## src/rtl/bcd_addsub_serial_if.sv

```systemverilog
// rtl/bcd_addsub_serial_if.sv - request/result bundle for the digit-serial BCD adder/subtractor
interface bcd_addsub_serial_if #(
  parameter int DIGITS = 4
) ();
  logic                  start;
  logic                  op;
  logic [4*DIGITS-1:0]   a;
  logic [4*DIGITS-1:0]   b;
  logic                  busy;
  logic                  done;
  logic [4*DIGITS-1:0]   result;
  logic                  cy;
  logic                  err;

  modport master (
    output start, op, a, b,
    input  busy, done, result, cy, err
  );

  modport slave (
    input  start, op, a, b,
    output busy, done, result, cy, err
  );
endinterface

```

## src/rtl/bcd_addsub_serial.sv

```systemverilog
// rtl/bcd_addsub_serial.sv - digit-serial BCD add/sub, one digit per clock, LSD first
// Subtraction runs as a + (9's complement of b) + 1, so the final carry is the inverted borrow.
module bcd_addsub_serial #(
  parameter int DIGITS = 4
) (
  input  logic                   clk,
  input  logic                   rst_b,
  bcd_addsub_serial_if.slave     bus
);
  localparam int W     = 4 * DIGITS;
  localparam int IDX_W = (DIGITS > 1) ? $clog2(DIGITS) : 1;
  localparam logic [IDX_W-1:0] LAST_IDX = IDX_W'(DIGITS - 1);

  typedef enum logic [1:0] {
    S_IDLE = 2'd0,
    S_RUN  = 2'd1,
    S_DONE = 2'd2
  } state_t;

  state_t           state_q, state_d;
  logic [W-1:0]     a_q, a_d;
  logic [W-1:0]     b_q, b_d;
  logic             op_q, op_d;
  logic             c_q, c_d;
  logic [IDX_W-1:0] idx_q, idx_d;
  logic [W-1:0]     result_q, result_d;
  logic             cy_q, cy_d;
  logic             err_q, err_d;
  logic             done_q, done_d;

  logic             any_bad;
  logic [3:0]       a_dig;
  logic [3:0]       b_dig;
  logic [3:0]       bi;
  logic [4:0]       s;
  logic [3:0]       digit;
  logic             c_out;

  // Scans the live operands so a bad digit is caught on the accept edge itself.
  always_comb begin
    any_bad = 1'b0;
    for (int i = 0; i < DIGITS; i++) begin
      if (bus.a[4*i +: 4] > 4'd9 || bus.b[4*i +: 4] > 4'd9) begin
        any_bad = 1'b1;
      end
    end
  end

  always_comb begin
    a_dig = a_q[4*int'(idx_q) +: 4];
    b_dig = b_q[4*int'(idx_q) +: 4];
    bi    = op_q ? (4'd9 - b_dig) : b_dig;
    s     = {1'b0, a_dig} + {1'b0, bi} + {4'd0, c_q};
    if (s > 5'd9) begin
      digit = 4'(s - 5'd10);
      c_out = 1'b1;
    end else begin
      digit = s[3:0];
      c_out = 1'b0;
    end
  end

  always_comb begin
    state_d  = state_q;
    a_d      = a_q;
    b_d      = b_q;
    op_d     = op_q;
    c_d      = c_q;
    idx_d    = idx_q;
    result_d = result_q;
    cy_d     = cy_q;
    err_d    = err_q;
    done_d   = 1'b0;

    case (state_q)
      S_IDLE: begin
        if (bus.start) begin
          a_d      = bus.a;
          b_d      = bus.b;
          op_d     = bus.op;
          result_d = '0;
          cy_d     = 1'b0;
          idx_d    = '0;
          if (any_bad) begin
            err_d   = 1'b1;
            c_d     = 1'b0;
            state_d = S_DONE;
          end else begin
            err_d   = 1'b0;
            c_d     = bus.op;
            state_d = S_RUN;
          end
        end
      end

      S_RUN: begin
        result_d[4*int'(idx_q) +: 4] = digit;
        c_d = c_out;
        if (idx_q == LAST_IDX) begin
          state_d = S_DONE;
        end else begin
          idx_d = idx_q + 1'b1;
        end
      end

      S_DONE: begin
        done_d  = 1'b1;
        cy_d    = err_q ? 1'b0 : (op_q ? ~c_q : c_q);
        state_d = S_IDLE;
      end

      default: begin
        state_d = S_IDLE;
      end
    endcase
  end

  always_ff @(posedge clk) begin
    if (!rst_b) begin
      state_q  <= S_IDLE;
      a_q      <= '0;
      b_q      <= '0;
      op_q     <= 1'b0;
      c_q      <= 1'b0;
      idx_q    <= '0;
      result_q <= '0;
      cy_q     <= 1'b0;
      err_q    <= 1'b0;
      done_q   <= 1'b0;
    end else begin
      state_q  <= state_d;
      a_q      <= a_d;
      b_q      <= b_d;
      op_q     <= op_d;
      c_q      <= c_d;
      idx_q    <= idx_d;
      result_q <= result_d;
      cy_q     <= cy_d;
      err_q    <= err_d;
      done_q   <= done_d;
    end
  end

  assign bus.busy   = (state_q == S_RUN);
  assign bus.done   = done_q;
  assign bus.result = result_q;
  assign bus.cy     = cy_q;
  assign bus.err    = err_q;
endmodule

```

## src/flat_wrapper.sv

```systemverilog
// flat-port wrapper written by rule: the top's interface ports become plain ports
module bcd_addsub_serial_flat 
#(
  parameter int DIGITS = 4
)
  (clk, rst_b, bus_start, bus_op, bus_a, bus_b, bus_busy, bus_done, bus_result, bus_cy, bus_err);
  bcd_addsub_serial_if #(.DIGITS(DIGITS)) bus_i ();
  input  logic clk;
  input  logic rst_b;
  input wire logic [$bits(bus_i.start)-1:0] bus_start;
  input wire logic [$bits(bus_i.op)-1:0] bus_op;
  input wire logic [$bits(bus_i.a)-1:0] bus_a;
  input wire logic [$bits(bus_i.b)-1:0] bus_b;
  output wire logic [$bits(bus_i.busy)-1:0] bus_busy;
  output wire logic [$bits(bus_i.done)-1:0] bus_done;
  output wire logic [$bits(bus_i.result)-1:0] bus_result;
  output wire logic [$bits(bus_i.cy)-1:0] bus_cy;
  output wire logic [$bits(bus_i.err)-1:0] bus_err;
  assign bus_i.start = bus_start;
  assign bus_i.op = bus_op;
  assign bus_i.a = bus_a;
  assign bus_i.b = bus_b;
  assign bus_busy = bus_i.busy;
  assign bus_done = bus_i.done;
  assign bus_result = bus_i.result;
  assign bus_cy = bus_i.cy;
  assign bus_err = bus_i.err;
  bcd_addsub_serial #(.DIGITS(DIGITS)) u_core (.clk(clk), .rst_b(rst_b), .bus(bus_i));
endmodule
```

## config.mk

```make
export PLATFORM = sky130hd
export DESIGN_NAME = bcd_addsub_serial_flat
export DESIGN_NICKNAME = d
export VERILOG_FILES = /design/src/rtl/bcd_addsub_serial_if.sv /design/src/rtl/bcd_addsub_serial.sv /design/src/flat_wrapper.sv
export SDC_FILE = /design/constraint.sdc
export NUM_CORES = 1
export LEC_CHECK = 0
export CORE_MARGIN = 8
export CORE_UTILIZATION = 44
export DETAILED_ROUTE_END_ITERATION = 8
export DONT_BUFFER_PORTS = 1
export PLACE_DENSITY = 0.71
export SLEW_MARGIN = 25
export SYNTH_ARGS = -nofsm -noshare
export SYNTH_HDL_FRONTEND = slang
export SYNTH_SLANG_ARGS = --single-unit
```

## constraint.sdc

```tcl
create_clock -name clk -period 8.2 [get_ports clk]
set_clock_uncertainty 0.05 [all_clocks]
set_input_delay 0 -clock clk [delete_from_list [all_inputs] [get_ports clk]]
set_output_delay 0 -clock clk [all_outputs]
set_load 0.02 [all_outputs]
```

==> summary.md, run 1 <==
| Metric | Value |
|---|---|
| Setup-failing EPs final | `0` |
| Overflow after GRT | `0` |
| Met1 global-route usage | `0.184` |
| FMAX | `256 MHz` |
| Crit-path slowest cell | `dfxtp_1` |
| Final Max Tran Viols | `0` |
| Worst-Skew Late Latency | `340 ps` |
| Largest net degree at the start of global routing | `40` |
| Core Footprint | `5850 µm²` |
| Vias in the first global route | `2361` |
| Die W | `93.2 µm` |
| Worst reg2reg startpoint | `u_core.idx_q[0]$_SDFFE_PN0P_` |
| Worst-path clk slew | `70 ps` |
| Final HPWL DP | `4.59 mm` |
| Crit path time final | `3910 ps` |
| Clk sinks | `57` |
| # diodes | `0` |
| RSZ-0062 raised after global routing | `no` |
| Fin crit share | `0.477` |
| Worst-Margin Slew | `780 ps` |
| First-pass GRT wire length | `11.3 mm` |
| Peak supply drop | `0.000177 V` |
| Gr usage total | `0.166` |
| Largest family of logic cells by synthesized area | `simple AND/OR/NAND/NOR gates` |
| WP data required | `8420 ps` |
| Final design utilization | `0.550` |
| Commonest non-fill, non-tap cell in the layout | `nand2_1` |
| Initial core utilization | `0.448` |
| Remaining antenna violation count | `0` |
| CTS Buf Count | `9` |
| DRT Pass-1 Iters | `4` |
| DR WL/cell | `16.1 µm` |
| Proportion of synthesized area in mux cells | `0.0764` |
| Root buf cell | `clkbuf_8` |
| CTS tree | `yes` |
| Area grow syn2layout | `22.9%` |
| Most frequent cells in the layout | `72 x nand2_1, 57 x dfxtp_1, 49 x a21oi_1` |
| DP Cell Count | `376` |
| Die area | `8680 µm²` |
| Unique masters post-synth | `31` |
| Setup_tns | `0 ps` |
| Power per standard cell area | `203 nW/µm²` |
| Final std cell area, no fill | `3220 µm²` |
| Yosys top cell area share | `0.435` |
| Number of synthesized flops with an enable pin | `0` |
| Fin cells | `427` |
| Crit path cell chain | `mux4_2 > xnor2_1 > fa_1 > inv_1 > fa_1 > inv_1 > ha_1 > a22o_1 > o31a_1 > mux2i_1 > nand2_2 > o21ai_2` |
| Initial DRC count | `110` |
| Sequential area share after synthesis | `0.435` |
| CP peak stage delay | `830 ps` |
| Post-Synth Adder-Cell Area | `0.0582` |
| Worst-path fanout max | `16` |
| Cell Area, Synth | `2620 µm²` |
| Fraction of layout cells with a size suffix above 1 | `0.0909` |
| Initial antenna violation count | `0` |
| Setup crit start | `u_core.idx_q[0]$_SDFFE_PN0P_` |
| H-tree depth | `3` |
| Crit path capture type | `flip-flop` |
| Die Span Y | `93.2 µm` |
| Yosys warns | `0` |
| Global Route met3 Usage | `0.0729` |
| Most area-consuming cells after synthesis | `dfxtp_1 44%, nand2_1 10%, a21oi_1 9.4%, mux4_2 6.9%, ha_1 4.3%` |
| CTS resizes | `0` |
| Residual DRC | `0` |
| Routed WL | `6.86 mm` |
| Cells after Synth | `316` |
| Via/cell ratio | `5.43` |
| Slew headroom | `0.480` |
| Mean post-synth cell area | `8.30 µm²` |
| GP Congestion | `0.799` |
| Run status | `finished clean` |
| Gr busiest metal | `met2` |
| Critical Path AT | `4130 ps` |
| WS Path Type | `flip-flop to flip-flop` |
| Post-synthesis simple-gate area fraction | `0.205` |
| Worst hold path class | `input port to flip-flop` |
| Area after DPL | `2660 µm²` |
| Vias | `2317` |
| Async set-or-reset flop fraction in the synthesized netlist | `0` |
| IO Count | `56` |
| Seq cells post-synth | `57` |
| Critical Path Start Type | `flip-flop` |
| Post-CTS Setup Bufs | `0` |
| NumNets Final | `394` |
| Final Power | `654 µW` |
| Post-synthesis compound-gate area fraction | `0.161` |
| Rows | `28` |
| MaxCap Viol Count | `0` |
| Top FF cell, synth | `dfxtp_1` |
| Xor/xnor share of the synthesized area | `0.0196` |
| Largest area contributor in the netlist | `dfxtp_1` |
| Hold Violations, Final | `0` |
| Leakage power | `0.00124 µW` |
| IO buf count | `0` |
| Clk buf depth | `2` |
| Worst min-delay path startpoint | `bus_a[14]` |
| Post-synth net total | `363` |
| Met2 Resource Use GR | `0.268` |
==> logic make-up (layout without fill, tap and decap cells) <==
| kind of cell | Yosys count | after routing |
|---|---|---|
| AND/OR/NAND/NOR | 126 | 126 |
| AO/OA/AOI/OAI | 78 | 78 |
| flip-flops | 57 | 57 |
| buffers and inverters | 29 | 65 |
| adder cells (fa/ha/maj) | 11 | 11 |
| multiplexers | 10 | 10 |
| XOR/XNOR | 5 | 5 |
==> flip-flops by register name, summed over array words and instances (netlist names), 2 cells and up <==
signal and count:
u_core.a_q 16, u_core.b_q 16, u_core.bus.result 16, u_core.idx_q 2, u_core.state_q 2
==> layout make-up <==
class | count | area (µm²)
fillers | 540 | 2630
clock inverters | 2 | 35.0
well taps | 75 | 93.8
clock buffers | 14 | 173
repair buffers | 37 | 365
flip-flops and latches | 57 | 1140
multi-input cells | 230 | 1370
inverters | 12 | 45.0
==> what timing repair did <==
action,in CTS,in global routing
endpoints found under the setup margin,0,0
hold buffers,35,0
hold endpoints to repair,53,0
==> through the flow <==
step                      hold slack [ps]  setup WS [ps]
after floorplan                      86.0           4700
after global placement               88.4           4440
after detailed placement             93.5           4290
after CTS                            18.7           4210
after global routing                 86.8           3910
final                                40.1           4290
==> path summary, 6_finish.rpt <==
check	to	slack, ps	depth (start not counted)
max	u_core.bus.result[10]$_SDFFE_PN0P_	4290	12
min	u_core.bus.err$_SDFFE_PN0P_	40	4
max reg2reg	u_core.bus.result[10]$_SDFFE_PN0P_	4290	12
min reg2reg	u_core.a_q[7]$_SDFFE_PN0P_	410	2
==> critical path: cells and delay by family, from the launching register on <==
| kind | cells | cell delay, ps |
|---|---|---|
| simple gates | 1 | 120 |
| fa+ha+maj | 3 | 980 |
| mux | 2 | 830 |
| compound gates | 3 | 690 |
| buf+inv | 2 | 120 |
| xor+xnor | 1 | 220 |
| flops | 1 | 830 |
==> Yosys cell counts, types with 2 or more instances <==
library cell  count
a21oi_1          49
xnor2_1           4
nand3_1          10
clkbuf_1         12
fa_1              2
o21ai_0          15
o21ai_2           2
nand2_1          72
buf_2             5
a21o_1            2
nor2_1           24
mux2i_1           2
nand4_1           4
dfxtp_1          57
nand2b_1          6
a31oi_1           2
a22oi_1           3
mux4_2            8
o21ai_1           2
ha_1              9
nor3_1            3
inv_1            12
or2_2             3
==> routing by layer <==
layer | part of all wire | vias to the layer above
met5 | 0 | -
met4 | 0.028 | 0
met3 | 0.086 | 22
met2 | 0.47 | 89
met1 | 0.41 | 1069
li1 | - | 1137
==> report_power, final <==
part	switching [µW]	leakage, µW	internal [µW]	total [µW]
sequential	7.74	0.000465	288	296
clock	108	0.000107	165	273
combinational	47.0	0.000665	38.7	85.7
Power figures use the tool's default switching activity.
==> run 2, diff against run 1 <==
- PLACE_DENSITY: 0.71 -> 0.73
- clock period: 8.2 -> 3.4 ns (I/O delays scaled with it)
==> run 2 against run 1 <==
Critical path depth is 1 higher. Combinational power grew to 2.6 times the previous value. Clock-buffer cell count is 3 lower. Critical endpoint is now u_core.bus.result[2]$_SDFFE_PN0P_. Largest power group is now the clock network.
==> summary.md, run 2 (synthesized netlist as in run 1, its figures left out) <==
| Metric | Value |
|---|---|
| Vias in the first global route | `2386 (+1.1%)` |
| FMAX | `305 MHz (+20%)` |
| Critical Path AT | `3490 ps (-640 ps)` |
| Commonest non-fill, non-tap cell in the layout | `nand2_1` |
| Crit path time final | `3270 ps (-639 ps)` |
| Clk sinks | `57 (unchanged)` |
| Setup-failing EPs final | `0 (unchanged)` |
| DP Cell Count | `382 (+1.6%)` |
| Die W | `93.2 µm (unchanged)` |
| WS Path Type | `flip-flop to flip-flop` |
| Clk buf depth | `2 (unchanged)` |
| Final Max Tran Viols | `0 (unchanged)` |
| Filler Cells Inserted | `500 (-7.4%)` |
| Initial antenna violation count | `0 (unchanged)` |
| H-tree depth | `3 (unchanged)` |
| IO buf count | `0 (unchanged)` |
| # diodes | `0 (unchanged)` |
| Largest net degree at the start of global routing | `35 (-13%)` |
| Residual DRC | `0 (unchanged)` |
| Slew headroom | `0.464 (-0.0154)` |
| Hold path cells | `4 (unchanged)` |
| Worst min-delay path startpoint | `bus_b[2]` |
| CTS tree | `yes` |
| Worst reg2reg path depth | `13 (+1)` |
| Crit path capture type | `flip-flop` |
| CTS Buf Count | `9 (unchanged)` |
| MaxCap Viol Count | `0 (unchanged)` |
| Vias | `2352 (+1.5%)` |
| Area after DPL | `2710 µm² (+1.7%)` |
| Fin cells | `439 (+2.8%)` |
| Worst-path clk slew | `70 ps (about the same)` |
| Final HPWL DP | `4.63 mm (+1.0%)` |
| Peak supply drop | `0.000353 V (+99%)` |
| Hold slack final | `27.8 ps (-12.3 ps)` |
| Worst reg2reg startpoint | `u_core.idx_q[1]$_SDFFE_PN0P_` |
| Die area | `8680 µm² (unchanged)` |
| Via/cell ratio | `5.36 (-1.3%)` |
| Die Span Y | `93.2 µm (unchanged)` |
| Hold Violations, Final | `0 (unchanged)` |
| Gr usage total | `0.164 (-0.00135)` |
| First-pass GRT wire length | `11.3 mm (-0.19%)` |
| Fraction of layout cells with a size suffix above 1 | `0.143 (+0.0519)` |
| Worst-Skew Late Latency | `340 ps (about the same)` |
| GP Congestion | `0.789 (-1.3%)` |
| FF-to-FF setup slack | `130 ps (-4160 ps)` |
| IO Count | `56 (unchanged)` |
| Rows | `28 (unchanged)` |
| Initial DRC count | `163 (+48%)` |
| DR WL/cell | `15.8 µm (-1.6%)` |
| NumNets Final | `406 (+3.0%)` |
| Sequential cell area | `1140 µm² (+0.11%)` |
| Worst hold path class | `input port to flip-flop` |
| Run status | `finished clean` |
| Reg-to-reg endpoint | `u_core.bus.result[2]$_SDFFE_PN0P_` |
| Initial core utilization | `0.448 (unchanged)` |
| Final std cell area, no fill | `3380 µm² (+4.9%)` |
| Multi-input logic area | `1390 µm² (+1.8%)` |
| Hold-critical path endpoint | `u_core.bus.err$_SDFFE_PN0P_` |
| Core Footprint | `5850 µm² (unchanged)` |
| Most frequent cells in the layout | `72 x nand2_1, 56 x dfxtp_1, 48 x a21oi_1` |
| Root buf cell | `clkbuf_8` |
| DRT Pass-1 Iters | `4 (unchanged)` |
| Remaining antenna violation count | `0 (unchanged)` |
| Routed WL | `6.95 mm (+1.2%)` |
| WP data required | `3620 ps (-4800 ps)` |
| Fin crit share | `0.963 (+0.486)` |
| Critical Path Start Type | `flip-flop` |
| Overflow after GRT | `0 (unchanged)` |
| Leakage power | `0.00132 µW (+6.8%)` |
| Worst-path fanout max | `7 (-9)` |
| Area grow syn2layout | `28.8%` |
| Worst-Margin Slew | `803 ps (+23.3 ps)` |
| Power per standard cell area | `509 nW/µm² (+150%)` |
[run 2: cell types whose count changed in the layout (fill, tap and decap cells not counted), sizes merged]
cell      before  now
buf            2   14
clkinvlp       0    1
clkbuf        14   11
bufinv         1    3
[run 2: report_power, final]
| part | internal (µW) | switching, µW |
|---|---|---|
| clock | 506 | 274 |
| sequential | 694 | 19.4 |
| combinational | 108 | 119 |
| total | 1310 | 413 |
[run 2: layout make-up]
| cell class | count | share of cell area |
|---|---|---|
| Sequential cell | 57 | 0.338 |
| Inverter | 12 | 0.0133 |
| Timing Repair Buffer | 49 | 0.136 |
| Multi-Input combinational cell | 230 | 0.412 |
| Clock buffer | 11 | 0.0419 |
| Tap cell | 75 | 0.0278 |
| Clock inverter | 5 | 0.0304 |
[run 2: how the worst max path moves through the flow]
| stage | startpoint | to | slack, ps | cells after the start |
|---|---|---|---|---|
| after global routing | u_core.idx_q[0]$_SDFFE_PN0P_ | u_core.bus.result[2]$_SDFFE_PN0P_ | -50 | 14 |
| after CTS | u_core.idx_q[0]$_SDFFE_PN0P_ | u_core.bus.result[5]$_SDFFE_PN0P_ | 30 | 14 |
| after floorplan | u_core.idx_q[0]$_SDFFE_PN0P_ | u_core.bus.result[1]$_SDFFE_PN0P_ | 10 | 14 |
| after detailed placement | u_core.idx_q[0]$_SDFFE_PN0P_ | u_core.bus.result[5]$_SDFFE_PN0P_ | -6 | 14 |
| after global placement | u_core.idx_q[0]$_SDFFE_PN0P_ | u_core.bus.result[5]$_SDFFE_PN0P_ | 110 | 14 |
| final | u_core.idx_q[1]$_SDFFE_PN0P_ | u_core.bus.result[2]$_SDFFE_PN0P_ | 130 | 13 |
[run 2: metal layers]
| layer | GRT usage | part of all wire | vias up |
|---|---|---|---|
| met4 | 0.0658 | 0.014 | 0 |
| met1 | 0.193 | 0.43 | 1099 |
| met3 | 0.0721 | 0.095 | 9 |
| met5 | 0 | 0 | - |
| li1 | - | - | 1158 |
| met2 | 0.257 | 0.46 | 86 |
[run 2: per-stage QoR]
step | TNS [ps] | setup WS [ps] | util | total power (µW)
2_1_floorplan | 0 | 13.7 | - | 862
3_3_place_gp | 0 | 113 | 0.463 | 895
3_5_place_dp | -6.04 | -6.04 | 0.463 | 901
4_1_cts | 0 | 27.3 | 0.567 | 1720
5_1_grt | -152 | -45.5 | 0.577 | 1790
6_report | 0 | 126 | 0.577 | 1720
[run 2: worst max-delay path, cell delays in order, from the launching register on]
cell and delay [ps]:
dfxtp_1 500, buf_4 230, mux4_2 300, inv_1 80, fa_1 180, inv_1 50
fa_1 420, xnor2_2 180, ha_2 190, a22o_1 220, o31a_1 310, mux2i_1 210
nand2_2 130, o21ai_1 160
[run 2: what timing repair did]
item                                    in CTS  in global routing
endpoints found under the setup margin       4                  9
buffers inserted                             2                  4
endpoints found under the hold margin       44                  0
hold buffers                                35                  0
pin swaps                                    3                  8
gates resized for setup                      1                  7
==> run 3, diff against run 2 <==
- ABC_AREA: not set -> 1
==> run 3 against run 2 <==
Critical path depth is 7 higher. Die area grew 7.7%. Sequential power is 4.6% higher. Non-clock buffer count down 3. Cell count is 19% higher. Area after synthesis is 9.4% higher. Critical endpoint is now u_core.bus.result[10]$_SDFFE_PN0P_.
==> summary.md, run 3 <==
| Metric | Value |
|---|---|
| Vias in the first global route | `2841 (+19%)` |
| Initial DRC count | `216 (+33%)` |
| Critical Path AT | `3420 ps (-70 ps)` |
| Largest area contributor in the netlist | `dfxtp_1` |
| Mean post-synth cell area | `7.15 µm² (-14%)` |
| Root buf cell | `clkbuf_8` |
| Worst-path clk slew | `70 ps (about the same)` |
| Sequential area share after synthesis | `0.398 (-0.0372)` |
| Post-synth net total | `448 (+23%)` |
| GP Congestion | `0.888 (+13%)` |
| Crit path time final | `3210 ps (-63.8 ps)` |
| Final std cell area, no fill | `3570 µm² (+5.8%)` |
| Yosys warns | `0 (unchanged)` |
| Via/cell ratio | `5.35 (-0.20%)` |
| Fraction of layout cells with a size suffix above 1 | `0.133 (-0.0103)` |
| Async set-or-reset flop fraction in the synthesized netlist | `0 (unchanged)` |
| NumNets Final | `487 (+20%)` |
| Most area-consuming cells after synthesis | `dfxtp_1 40%, nor2_1 12%, o21ai_0 9.6%, nand2_1 6.5%, inv_1 4.5%` |
| Remaining antenna violation count | `0 (unchanged)` |
| Residual DRC | `0 (unchanged)` |
| # diodes | `0 (unchanged)` |
| IO buf count | `0 (unchanged)` |
| Worst hold path class | `input port to flip-flop` |
| Fin crit share | `0.944 (-0.0188)` |
| First-pass GRT wire length | `13.4 mm (+19%)` |
| Area after DPL | `2910 µm² (+7.6%)` |
| Unique masters post-synth | `37 (+19%)` |
| Commonest non-fill, non-tap cell in the layout | `nor2_1` |
| DR WL/cell | `15.2 µm (-4.2%)` |
| Final Max Tran Viols | `0 (unchanged)` |
| Power per standard cell area | `569 nW/µm² (+12%)` |
| Pre-CTS setup slack | `76.2 ps (+82.3 ps)` |
| Rows | `29 (+3.6%)` |
| Leakage power | `0.00145 µW (+9.7%)` |
| FMAX | `311 MHz (+2.0%)` |
| PnR worst setup slack | `190 ps (+63.8 ps)` |
| Overflow after GRT | `0 (unchanged)` |
| Number of synthesized flops with an enable pin | `0 (unchanged)` |
| Clk sinks | `57 (unchanged)` |
| Crit path capture type | `flip-flop` |
| IO Count | `56 (unchanged)` |
| Worst-Skew Late Latency | `340 ps (about the same)` |
| Seq cells post-synth | `57 (unchanged)` |
| Most instantiated library cell after synthesis | `nor2_1` |
| Cells after Synth | `401 (+27%)` |
| Critical Path Start Type | `flip-flop` |
| Initial antenna violation count | `0 (unchanged)` |
| Setup-failing EPs final | `0 (unchanged)` |
| Die W | `96.7 µm (+3.8%)` |
| Vias | `2791 (+19%)` |
| Routed WL | `7.91 mm (+14%)` |
| Final HPWL DP | `5.36 mm (+16%)` |
| Top FF cell, synth | `dfxtp_1` |
| Slew headroom | `0.584 (+0.120)` |
| Initial core utilization | `0.454 (+0.00599)` |
| CTS Buf Count | `9 (unchanged)` |
| FF-to-FF setup slack | `190 ps (+60 ps)` |
| Most frequent cells in the layout | `90 x nor2_1, 55 x dfxtp_1, 53 x o21ai_0` |
| Hold Violations, Final | `0 (unchanged)` |
| WP data required | `3610 ps (about the same)` |
| Peak supply drop | `0.000385 V (+9.1%)` |
| Filler Cells Inserted | `569 (+14%)` |
| Worst-path fanout max | `8 (+1)` |
| MaxCap Viol Count | `0 (unchanged)` |
| Die Span Y | `96.7 µm (+3.8%)` |
| Area grow syn2layout | `24.6%` |
| Cell Area, Synth | `2870 µm² (+9.4%)` |
| Top cells by count, synth | `90 x nor2_1, 57 x dfxtp_1, 55 x o21ai_0, 50 x nand2_1, 34 x inv_1` |
| Yosys top cell area share | `0.398 (-0.0372)` |
| Largest net degree at the start of global routing | `40 (+14%)` |
| WS Path Type | `flip-flop to flip-flop` |
| Die area | `9350 µm² (+7.7%)` |
| Run status | `finished clean` |
| DRT Pass-1 Iters | `4 (unchanged)` |
| Sequential cell area | `1150 µm² (+0.33%)` |
| Gr usage total | `0.170 (+0.00611)` |
| CTS tree | `yes` |
| Multi-input logic area | `1520 µm² (+8.8%)` |
| Clk buf depth | `2 (unchanged)` |
| Core Footprint | `6310 µm² (+7.9%)` |
| Worst-Margin Slew | `623 ps (-180 ps)` |
| H-tree depth | `3 (unchanged)` |
==> run 3: changes by cell type after synthesis, sizes merged, moves of 6 or more <==
cell | previous run | this run
nand2 | 73 | 58
nand2b | 6 | 0
nor2 | 24 | 94
inv | 12 | 38
a21oi | 49 | 25
mux4 | 8 | 0
nand3 | 10 | 16
o21ai | 19 | 55
==> run 3: where the power goes <==
group / total, µW / internal [µW] / switching (µW) / leakage [µW]
Combinational: 560 / 209 / 352 / 0.000864
Sequential: 747 / 711 / 35.2 / 0.000469
Clock: 724 / 450 / 275 / 0.000115
Total: 2030 / 1370 / 661 / 0.00145
==> run 3: metal layers <==
layer  vias to the layer above  wire length, µm  GRT usage  share of wire
li1                       1398                -          -              -
met1                      1283             3220      0.187           0.41
met2                        87             3940      0.287           0.50
met3                        23              521     0.0583          0.066
met4                         0              233     0.0805          0.029
met5                         -                0          0              0
==> run 3: cells by family after synthesis <==
kind of cell               Yosys count  synth area share
and+or+nand+nor                    182             0.282
AOI/OAI and AO/OA                   93             0.180
DFF                                 57             0.398
buffers and inverters               56            0.0803
adders and majority gates           11            0.0533
xor gates and xnor gates             2           0.00611
==> run 3: final cells by class <==
cell class	count	area share
clock buffers	11	0.0424
clock inverters	5	0.0217
inverters	38	0.0420
multi-input cells	288	0.424
flip-flops and latches	57	0.321
well taps	77	0.0270
repair buffers	46	0.122
==> run 3: critical path: stages (launching register included) <==
cell        delay [ps]
dfxtp_4            400
clkinvlp_4         140
buf_4              190
a32oi_2            230
inv_1               80
ha_1               290
nand2_1             70
o21ai_0             80
ha_1               350
inv_1               70
nand2_1             70
nand2_2             70
ha_1               230
nand2_1             60
a21boi_2           160
nand2_2            100
nand2_4            100
nand2_2             50
nand2_2            100
nand3_1            100
a21oi_1            130
==> run 3: stage by stage <==
stage | power [µW] | hold slack, ps | cells | setup TNS [ps] | util
after detailed placement | 1260 | 95.0 | 465 | 0 | 0.461
after global placement | 1230 | 93.0 | 465 | 0 | 0.461
after CTS | 2020 | 0.251 | 516 | 0 | 0.553
after global routing | 2150 | 85.0 | 522 | -71.3 | 0.566
final | 2030 | 32.3 | 522 | 0 | 0.566
after floorplan | 1150 | 85.7 | 401 | 0 | -
==> run 3: final timing paths <==
check / depth (start not counted) / startpoint / end
min reg2reg: 2 / u_core.a_q[11]$_SDFFE_PN0P_ / u_core.a_q[11]$_SDFFE_PN0P_
max reg2reg: 20 / u_core.idx_q[1]$_SDFFE_PN0P_ / u_core.bus.result[10]$_SDFFE_PN0P_
min: 5 / bus_b[15] / u_core.c_q$_SDFFE_PN0P_
max: 20 / u_core.idx_q[1]$_SDFFE_PN0P_ / u_core.bus.result[10]$_SDFFE_PN0P_
==> run 3: timing repair <==
action	4_1_cts	5_1_grt
hold endpoints to repair	37	0
gates resized for setup	0	14
setup buffers	0	6
endpoints found under the setup margin	0	13
hold buffers	35	0
